<file path="src/rtl/jump_motion_engine.sv">
// -----------------------------------------------------------------------------
// jump_motion_engine
//
// Purpose:
//   Turns a raw jump button plus the frame-rate jump-window strobe into player
//   vertical motion. The button is synchronised and debounced. An accepted
//   press is latched as "pending". The next frame tick launches a jump. After
//   that, height and velocity are integrated once per frame until the player
//   lands.
//
// Ports:
//   proc_clk    in   1         sole clock
//   reset       in   1         synchronous, active-high reset
//   can_jump    in   1         frame window strobe (1..N cycles high per frame)
//   jump_btn    in   1         raw asynchronous jump button, active-high
//   height      out  HEIGHT_W  height above ground (unsigned, saturating)
//   velocity    out  VEL_W     signed vertical velocity, positive = up
//   airborne    out  1         high while ascending or descending
//   jump_start  out  1         one-cycle pulse when a jump launches
//   landed      out  1         one-cycle pulse when height returns to 0
//
// Optional feature:
//   DOUBLE_JUMP_EN - when defined, one extra launch is allowed per airtime.
//   The extra launch is re-armed on landing. When undefined, presses made while
//   airborne are dropped and no extra state flop exists.
// -----------------------------------------------------------------------------
module jump_motion_engine #(
  parameter int HEIGHT_W        = 10,
  parameter int VEL_W           = 8,
  parameter int JUMP_VEL        = 20,
  parameter int GRAVITY         = 1,
  parameter int DEBOUNCE_CYCLES = 50000
) (
  input  logic                       proc_clk,
  input  logic                       reset,
  input  logic                       can_jump,
  input  logic                       jump_btn,
  output logic        [HEIGHT_W-1:0] height,
  output logic signed [VEL_W-1:0]    velocity,
  output logic                       airborne,
  output logic                       jump_start,
  output logic                       landed
);

  localparam int CNT_W = (DEBOUNCE_CYCLES > 1) ? $clog2(DEBOUNCE_CYCLES) : 1;
  localparam logic [CNT_W-1:0] CNT_LAST = CNT_W'(DEBOUNCE_CYCLES - 1);

  // The sum must hold a full-range unsigned height and a full-range signed
  // velocity without wrapping, whichever of the two is wider.
  localparam int SUM_W = ((HEIGHT_W + 1 > VEL_W) ? HEIGHT_W + 1 : VEL_W) + 1;
  localparam logic signed [SUM_W-1:0] H_MAX = SUM_W'((2 ** HEIGHT_W) - 1);

  localparam logic signed [VEL_W-1:0] LAUNCH_V = VEL_W'(JUMP_VEL);
  localparam logic signed [VEL_W:0]   GRAV_W   = (VEL_W + 1)'(GRAVITY);
  localparam logic signed [VEL_W:0]   VMIN_W   = {2'b11, {(VEL_W - 1){1'b0}}};

  typedef enum logic [1:0] {
    GROUND,
    ASCEND,
    DESCEND
  } state_e;

  state_e                    state_q;
  logic                      syncMeta_q;
  logic                      syncOut_q;
  logic                      btnLevel_q;
  logic [CNT_W-1:0]          dbCount_q;
  logic                      canJumpPrev_q;
  logic                      pending_q;
  logic        [HEIGHT_W-1:0] height_q;
  logic signed [VEL_W-1:0]   velocity_q;
  logic                      airborne_q;
  logic                      jumpStart_q;
  logic                      landed_q;
`ifdef DOUBLE_JUMP_EN
  logic                      extraUsed_q;
`endif

  logic                      tick;
  logic                      dbDiffer;
  logic                      dbAccept;
  logic                      pressEvent;
  logic                      pressAllowed;
  logic signed [SUM_W-1:0]   heightExt;
  logic signed [SUM_W-1:0]   velExt;
  logic signed [SUM_W-1:0]   heightSum;
  logic        [HEIGHT_W-1:0] height_d;
  logic signed [VEL_W:0]     velWide;
  logic signed [VEL_W-1:0]   velocity_d;
  logic                      landNow;
  logic                      velNonPos;

  // Frame tick, button-edge detection, and the saturating height/velocity
  // arithmetic shared by the ASCEND and DESCEND states.
  always_comb begin
    tick       = can_jump & ~canJumpPrev_q;
    dbDiffer   = (syncOut_q != btnLevel_q);
    dbAccept   = dbDiffer && (dbCount_q == CNT_LAST);
    pressEvent = dbAccept && syncOut_q;

`ifdef DOUBLE_JUMP_EN
    pressAllowed = (state_q == GROUND) || !extraUsed_q;
`else
    pressAllowed = (state_q == GROUND);
`endif

    heightExt = $signed({{(SUM_W - HEIGHT_W){1'b0}}, height_q});
    velExt    = $signed({{(SUM_W - VEL_W){velocity_q[VEL_W-1]}}, velocity_q});
    heightSum = heightExt + velExt;
    landNow   = heightSum[SUM_W-1] || (heightSum == '0);

    if (heightSum > H_MAX) begin
      height_d = '1;
    end else if (heightSum[SUM_W-1]) begin
      height_d = '0;
    end else begin
      height_d = heightSum[HEIGHT_W-1:0];
    end

    velWide = $signed({velocity_q[VEL_W-1], velocity_q}) - GRAV_W;
    if (velWide < VMIN_W) begin
      velocity_d = VMIN_W[VEL_W-1:0];
    end else begin
      velocity_d = velWide[VEL_W-1:0];
    end
    velNonPos = velocity_d[VEL_W-1] || (velocity_d == '0);
  end

  // Two-flop synchroniser followed by the debouncer. The accepted level flips
  // only after the synchronised input has disagreed with it for
  // DEBOUNCE_CYCLES consecutive samples.
  always_ff @(posedge proc_clk) begin
    if (reset) begin
      syncMeta_q <= 1'b0;
      syncOut_q  <= 1'b0;
      btnLevel_q <= 1'b0;
      dbCount_q  <= '0;
    end else begin
      syncMeta_q <= jump_btn;
      syncOut_q  <= syncMeta_q;
      if (!dbDiffer) begin
        dbCount_q <= '0;
      end else if (dbAccept) begin
        btnLevel_q <= syncOut_q;
        dbCount_q  <= '0;
      end else begin
        dbCount_q <= dbCount_q + CNT_W'(1);
      end
    end
  end

  // Motion FSM. It advances only on frame ticks. canJumpPrev_q resets high so
  // that a window already open across reset does not count as a tick.
  // A pending press is consumed by a tick in the same block. A new press is
  // recorded last, so a press arriving on a tick cycle survives to the next
  // tick. Landing keeps any pending press, so a relaunch happens one tick later.
  always_ff @(posedge proc_clk) begin
    if (reset) begin
      state_q       <= GROUND;
      canJumpPrev_q <= 1'b1;
      pending_q     <= 1'b0;
      height_q      <= '0;
      velocity_q    <= '0;
      airborne_q    <= 1'b0;
      jumpStart_q   <= 1'b0;
      landed_q      <= 1'b0;
`ifdef DOUBLE_JUMP_EN
      extraUsed_q   <= 1'b0;
`endif
    end else begin
      canJumpPrev_q <= can_jump;
      jumpStart_q   <= 1'b0;
      landed_q      <= 1'b0;

      if (tick) begin
        case (state_q)
          GROUND: begin
            if (pending_q) begin
              velocity_q  <= LAUNCH_V;
              height_q    <= '0;
              pending_q   <= 1'b0;
              jumpStart_q <= 1'b1;
              airborne_q  <= 1'b1;
              state_q     <= ASCEND;
            end
          end
          ASCEND: begin
`ifdef DOUBLE_JUMP_EN
            if (pending_q) begin
              velocity_q  <= LAUNCH_V;
              pending_q   <= 1'b0;
              extraUsed_q <= 1'b1;
              jumpStart_q <= 1'b1;
            end else
`endif
            begin
              height_q   <= height_d;
              velocity_q <= velocity_d;
              if (velNonPos) begin
                state_q <= DESCEND;
              end
            end
          end
          DESCEND: begin
            if (landNow) begin
              height_q   <= '0;
              velocity_q <= '0;
              landed_q   <= 1'b1;
              airborne_q <= 1'b0;
              state_q    <= GROUND;
`ifdef DOUBLE_JUMP_EN
              extraUsed_q <= 1'b0;
            end else if (pending_q) begin
              velocity_q  <= LAUNCH_V;
              pending_q   <= 1'b0;
              extraUsed_q <= 1'b1;
              jumpStart_q <= 1'b1;
              state_q     <= ASCEND;
`endif
            end else begin
              height_q   <= height_d;
              velocity_q <= velocity_d;
            end
          end
          default: begin
            state_q <= GROUND;
          end
        endcase
      end

      if (pressEvent && pressAllowed) begin
        pending_q <= 1'b1;
      end
    end
  end

  assign height     = height_q;
  assign velocity   = velocity_q;
  assign airborne   = airborne_q;
  assign jump_start = jumpStart_q;
  assign landed     = landed_q;

endmodule

</file>
<file path="config.mk">
export PLATFORM = sky130hd
export DESIGN_NAME = jump_motion_engine
export DESIGN_NICKNAME = d
export VERILOG_FILES = /design/src/rtl/jump_motion_engine.sv
export SDC_FILE = /design/constraint.sdc
export NUM_CORES = 1
export LEC_CHECK = 0
export ABC_AREA = 1
export CORE_MARGIN = 5
export CORE_UTILIZATION = 45
export CTS_BUF_LIST = sky130_fd_sc_hd__clkbuf_2
export CTS_CLUSTER_SIZE = 20
export DETAILED_ROUTE_END_ITERATION = 10
export PLACE_DENSITY = 0.65
export SLEW_MARGIN = 20
export SYNTH_ARGS = -nofsm -noshare
export SYNTH_HDL_FRONTEND = slang
export SYNTH_SLANG_ARGS = --single-unit
</file>
<file path="constraint.sdc">
create_clock -name proc_clk -period 3.35 [get_ports proc_clk]
set_input_delay 0.5025 -clock proc_clk [delete_from_list [all_inputs] [get_ports proc_clk]]
set_output_delay 0.5025 -clock proc_clk [all_outputs]
set_load 0.03 [all_outputs]
</file>
# Yosys cells after proc, flatten, opt, wreduce, memory -nomap -nowiden

Cells that the tools add are included.

Flip-flop bits (word level): 44
Latch bits: 0
RAM bits: 0
Bits in read-only memories: 0
Input bits: 4
Output and inout port bits: 21
Word-level logic and storage cells: 71
Memories: 0

Add/subtract/negate cells: 3
Multipliers: 0
Divide/modulo/power cells: 0
Order comparisons: 2
Eq/ne operators: 7
Shift-type cells: 0
Multiplexer cells: 21
Bitwise logic cells: 6
Reductions and logical operators: 20

Operator list:

| cell                                                                               | number |
|---|---|
| 10-bit two-way mux                                                                 | 4 |
| 10-bit one-hot mux with 3 select lines                                             | 1 |
| 8-bit two-way mux                                                                  | 3 |
| 8-bit one-hot mux with 3 select lines                                              | 1 |
| 16-bit by 1-bit adder with 16-bit output (second input constant)                   | 1 |
| 16-bit equality test (second input constant)                                       | 1 |
| 11-bit by 8-bit adder with 12-bit output                                           | 1 |
| 12-bit by 11-bit greater-than comparator with 1-bit output (second input constant) | 1 |
| 12-bit logical NOT                                                                 | 1 |
| 9-bit by 8-bit less-than comparator with 1-bit output (second input constant)      | 1 |
| 3-bit OR reduction                                                                 | 3 |
| 8-bit by 2-bit subtractor with 9-bit output (second input constant)                | 1 |
| 8-bit logical NOT                                                                  | 1 |
| 4-bit AND reduction                                                                | 2 |
| 1-bit two-way mux                                                                  | 7 |
| 2-bit two-way mux                                                                  | 3 |
| 2-bit != test (second input constant)                                              | 3 |
| 2-bit one-hot mux with 3 select lines                                              | 1 |
| 2-bit nonzero test                                                                 | 3 |
| 1-bit NOT                                                                          | 5 |
| 2-bit AND reduction                                                                | 2 |
| 1-bit logical AND                                                                  | 3 |
| 3-bit AND reduction                                                                | 1 |
| 3-bit nonzero test                                                                 | 1 |
| 7 further kinds                                                                    | 8 |

# Logic depth before layout (Yosys ltp)

Depth after elaboration: 7
Depth in mapped cells: 18
Gate-level depth less buffers: 18

# Least setup slack after synthesis

OpenSTA, ideal clock, no wires.

Path kind: register to register
Start point: register velocity_q[0] (netlist: velocity[0])
End point: register velocity_q[2] (netlist: velocity[2])
Setup time: 0.109 ns
Arrival: 2.273 ns
Data required time: 3.241 ns
Setup slack: 0.968 ns
Cell stages (with the launch flop): 18
Buffers on the path: 0
Clock period less this slack: 2.382 ns
Cell sequence: dfxtp_1 ha_1 inv_1 fa_1 inv_1 nand2_1 a21oi_1 nand3_1 nor2_1 nand2_1 nor2_2 nand3_2 nand3_4 nand2_4 nand2_1 nand2_1 nand2_1 inv_1

Cells in the longest elaborated chain, start to end: 5
Elaborated cells on any way between the ends: 8
Classes of those cells: add/sub: 2; order compare: 1; mux: 3; reduce/logical: 2

Ends and longest elaborated chain:

| item                                                                                                           | line     | text |
|---|---|---|
| from (decl)                                                                                                    | 71       | `logic signed [VEL_W-1:0] velocity_q;` |
| from (signal assigned)                                                                                         | 198      | `velocity_q <= velocity_d;` |
| from (signal assigned)                                                                                         | 222      | `velocity_q <= velocity_d;` |
| 8-bit by 2-bit subtractor with 9-bit output / 11-bit by 8-bit adder with 12-bit output (equally long branches) | 120, 109 |  |
| 9-bit by 8-bit less-than comparator with 1-bit output / 12-bit logical NOT (equally long branches)             | 121, 110 |  |
| 8-bit two-way mux / 1-bit logical OR (equally long branches)                                                   | 121, 110 |  |
| 8-bit two-way mux                                                                                              | 205      | `if (landNow) begin` |
| 8-bit one-hot mux with 3 select lines (*)                                                                      | 176      | `case (state_q)` |

Every way passes the cells marked *; elsewhere a longest branch is shown, timed or not.
A chain may end at the register's enable or synchronous reset.

# Worst setup path after layout

Start point: register velocity_q[7] (netlist: velocity[7])
End point: register velocity_q[2] (netlist: velocity[2])

The elaborated chain is that of the path after synthesis.

==> results.json <==
{
  "htree_levels": 2,
  "antenna_cells": 0,
  "grt_setup_unrepaired": "no",
  "synth_top_flop_cell": "dfxtp_1",
  "required_ns": 3.70,
  "drv_slew": 0,
  "die_w_um": 90.5,
  "core_area_um2": 6310,
  "path_buf_inv": 3,
  "worst_slew_pin_slew_ns": 0.518,
  "tns_ns": 0,
  "min_period_ns": 2.50,
  "cts_buffer_depth": 2,
  "grt_pass1_vias": 2583,
  "syn_area_um2": 2910,
  "postSynthAreaPerCell_um2": 6.46,
  "cts_root_buffer": "clkbuf_2",
  "synthMuxAreaShare_pct": 0,
  "gp_congestion": 0.881,
  "vdd_drop_max_mv": 0.236,
  "synth_top_area_share_pct": 30.2,
  "synth_top_area_cell": "dfxtp_1",
  "num-nets-final": 497,
  "grt-ovfl-total": 0,
  "drive_above_1_share_pct": 6.53,
  "cts.clk_slew.worst_paths_ns": 0.26,
  "die_area_um2": 8180,
  "rr_endpoint": "velocity[2]",
  "status": "completed",
  "clk_latency_ns": 0.43,
  "initial_utilization_pct": 46.1,
  "setup_viol": 0,
  "holdPathEnd": "syncOut_q",
  "ys_async_sr_fraction_pct": 0,
  "grt_pass1_wl_mm": 11.6,
  "worst_slew_margin_rel_pct": 65.3,
  "synth-compound-area-share_pct": 11.6,
  "utilization_pct": 52.1,
  "hold_viol": 0,
  "crit_chain": "ha_1 > inv_1 > nand2_1 > nor2_1 > nand3_1 > nand4_1 > nand2_1 > nor2_1 > buf_4 > nand3_2 > nand3_4 > nand2_4 > nand2_1 > nand2_1 > nand2_1 > inv_1",
  "fin_crit_sh_pct": 74.5,
  "fin_worst_skew_ns": 0.0265,
  "ys_ff_latch": 44,
  "yosys.area_share.simple_pct": 36.6,
  "min-delay-path-class": "reg -> reg",
  "synth_edf_count": 0,
  "synthAdderAreaFrac_pct": 8.42,
  "via_per_inst": 5.00,
  "drtPass1Iterations": 4,
  "powerDensity_nw_per_um2": 260,
  "synth_xor_area_share_pct": 2.41,
  "synth_warnings": 0,
  "via_count": 2760,
  "syn_inst": 451,
  "clock.fmax_mhz": 401,
  "io_buffers": 24,
  "power_leakage_uw": 0.00147,
  "die_h_um": 90.5,
  "start_kind": "flop",
  "cap_violations": 0,
  "reg2reg_from": "velocity[7]",
  "ant_nets": 0,
  "ys_top_cells_by_area": "dfxtp_1 (30%), nand2_1 (17%), inv_1 (8.4%), ha_1 (7.7%), nor2_1 (5.9%)",
  "cpPeakStageDelay_ns": 0.65,
  "slowest_stage": "dfxtp_1",
  "num_io_pins": 25,
  "cts_hold_buf": 0,
  "worstSetupPathType": "reg -> reg",
  "cts_made_buffers": 5,
  "cts_setup_buffers": 0,
  "power_uw": 857,
  "min-delay-start": "syncMeta_q",
  "whs_path_depth": 2,
  "fin_hold_ws_ns": 0.425,
  "area_delta_synth_final_pct": 13.0,
  "reg2reg_setup_slack_ns": 0.85,
  "cp_common_cell": "nand2_1",
  "end_kind": "flop",
  "reg2regPathDepth": 16,
  "track_usage_pct": 16.8,
  "postCtsResizedCells": 0,
  "cts_tree": "built",
  "cts.sinks": 44,
  "ys_seq_area_share_pct": 30.2,
  "syn_nets": 474,
  "mostFrequentLayoutCells": "nand2_1 (132), inv_1 (65), nor2_1 (46)",
  "mostFrequentLayoutCell": "nand2_1",
  "grt_antenna_before_repair": 0,
  "drt-initial-drc-count": 113,
  "drc": 0,
  "rows": 29,
  "ys_types": 35,
  "wl_per_cell_um": 12.0,
  "grt_max_degree": 26,
  "critPathTopFamily": "simple AND/OR/NAND/NOR gates",
  "routed_wl_mm": 6.62,
  "synth_top_family_by_area": "simple AND/OR/NAND/NOR gates",
  "cp_max_fo": 11,
  "worst-endpoint-arrival_ns": 2.84,
  "dp_hpwl_mm": 5.25
}
-- where the power goes --
part           internal (uW)  switching (uW)  total, uW
Clock                    129             184        312
Sequential               527           0.940        528
Combinational           6.35            10.1       16.5
Total                    662             195        857
-- worst max-delay path by stage --
stage / start / to / cells past startpoint
CTS: velocity[7] / velocity[2] / 16
finish: velocity[7] / velocity[2] / 16
floorplan: velocity[0] / velocity[2] / 17
detailed placement: can_jump / velocity[4] / 11
global route: velocity[7] / velocity[2] / 16
global placement: can_jump / velocity[4] / 11
-- kinds of logic after synthesis --
kind of cell               after synthesis
adders and majority gates               19
DFF                                     44
AOI/OAI and AO/OA                       56
xor gates and xnor gates                 8
and+or+nand+nor                        242
buffers and inverters                   82
-- metrics by stage --
| stage | instance area [um2] | std cells | setup slack (ns) |
|---|---|---|---|
| after global placement | 3220 | 544 | 0.882 |
| after detailed placement | 3220 | 544 | 0.821 |
| final | 3290 | 552 | 0.855 |
| after floorplan | 2910 | 451 | 0.968 |
| after global routing | 3290 | 552 | 0.593 |
| after CTS | 3290 | 552 | 0.863 |
-- worst reg2reg max path: stages, from the launching register on --
cell     delay (ns)
dfxtp_1        0.65
ha_1           0.35
inv_1          0.11
nand2_1        0.06
nor2_1         0.13
nand3_1        0.12
nand4_1        0.11
nand2_1        0.06
nor2_1         0.11
buf_4          0.18
nand3_2        0.11
nand3_4        0.11
nand2_4        0.10
nand2_1        0.07
nand2_1        0.05
nand2_1        0.06
inv_1          0.03
-- Yosys cell counts (3+ instances only) --
cell	count
nor2_1	46
buf_2	3
dfxtp_1	44
nand3b_1	3
nand2_1	132
nor2_2	5
ha_1	18
clkbuf_1	6
inv_1	65
o2111ai_1	10
inv_2	6
a21oi_1	32
nand3_2	3
nor3_1	4
xor2_1	5
o21ai_0	5
nand3_1	29
xnor2_1	3
nand4_1	10
-- layer usage --
layer | global-route usage [%] | share of wire (%) | up-vias
met5 | 0 | 0 | -
met4 | 5.33 | 1.6 | 0
met3 | 2.92 | 3.4 | 9
met2 | 28.8 | 49 | 41
met1 | 21.5 | 46 | 1224
li1 | - | - | 1486
-- area by class of cell --
cell class,instances,area [um2]
clock inverter,3,46.3
inverter,72,270
sequential,44,881
fill,641,3020
timing repair buffer,26,255
clock buffer,5,25.0
multi-input combinational,325,1720
tap,77,96.3
-- state kept, by name, indices dropped and copies added, names as in the netlist --
signal and count:
dbCount_q 16, height 10, velocity 8, state_q 2, airborne 1, btnLevel_q 1
canJumpPrev_q 1, jump_start 1, landed 1, pending_q 1, syncMeta_q 1, syncOut_q 1
Power figures use the tool's default switching activity.
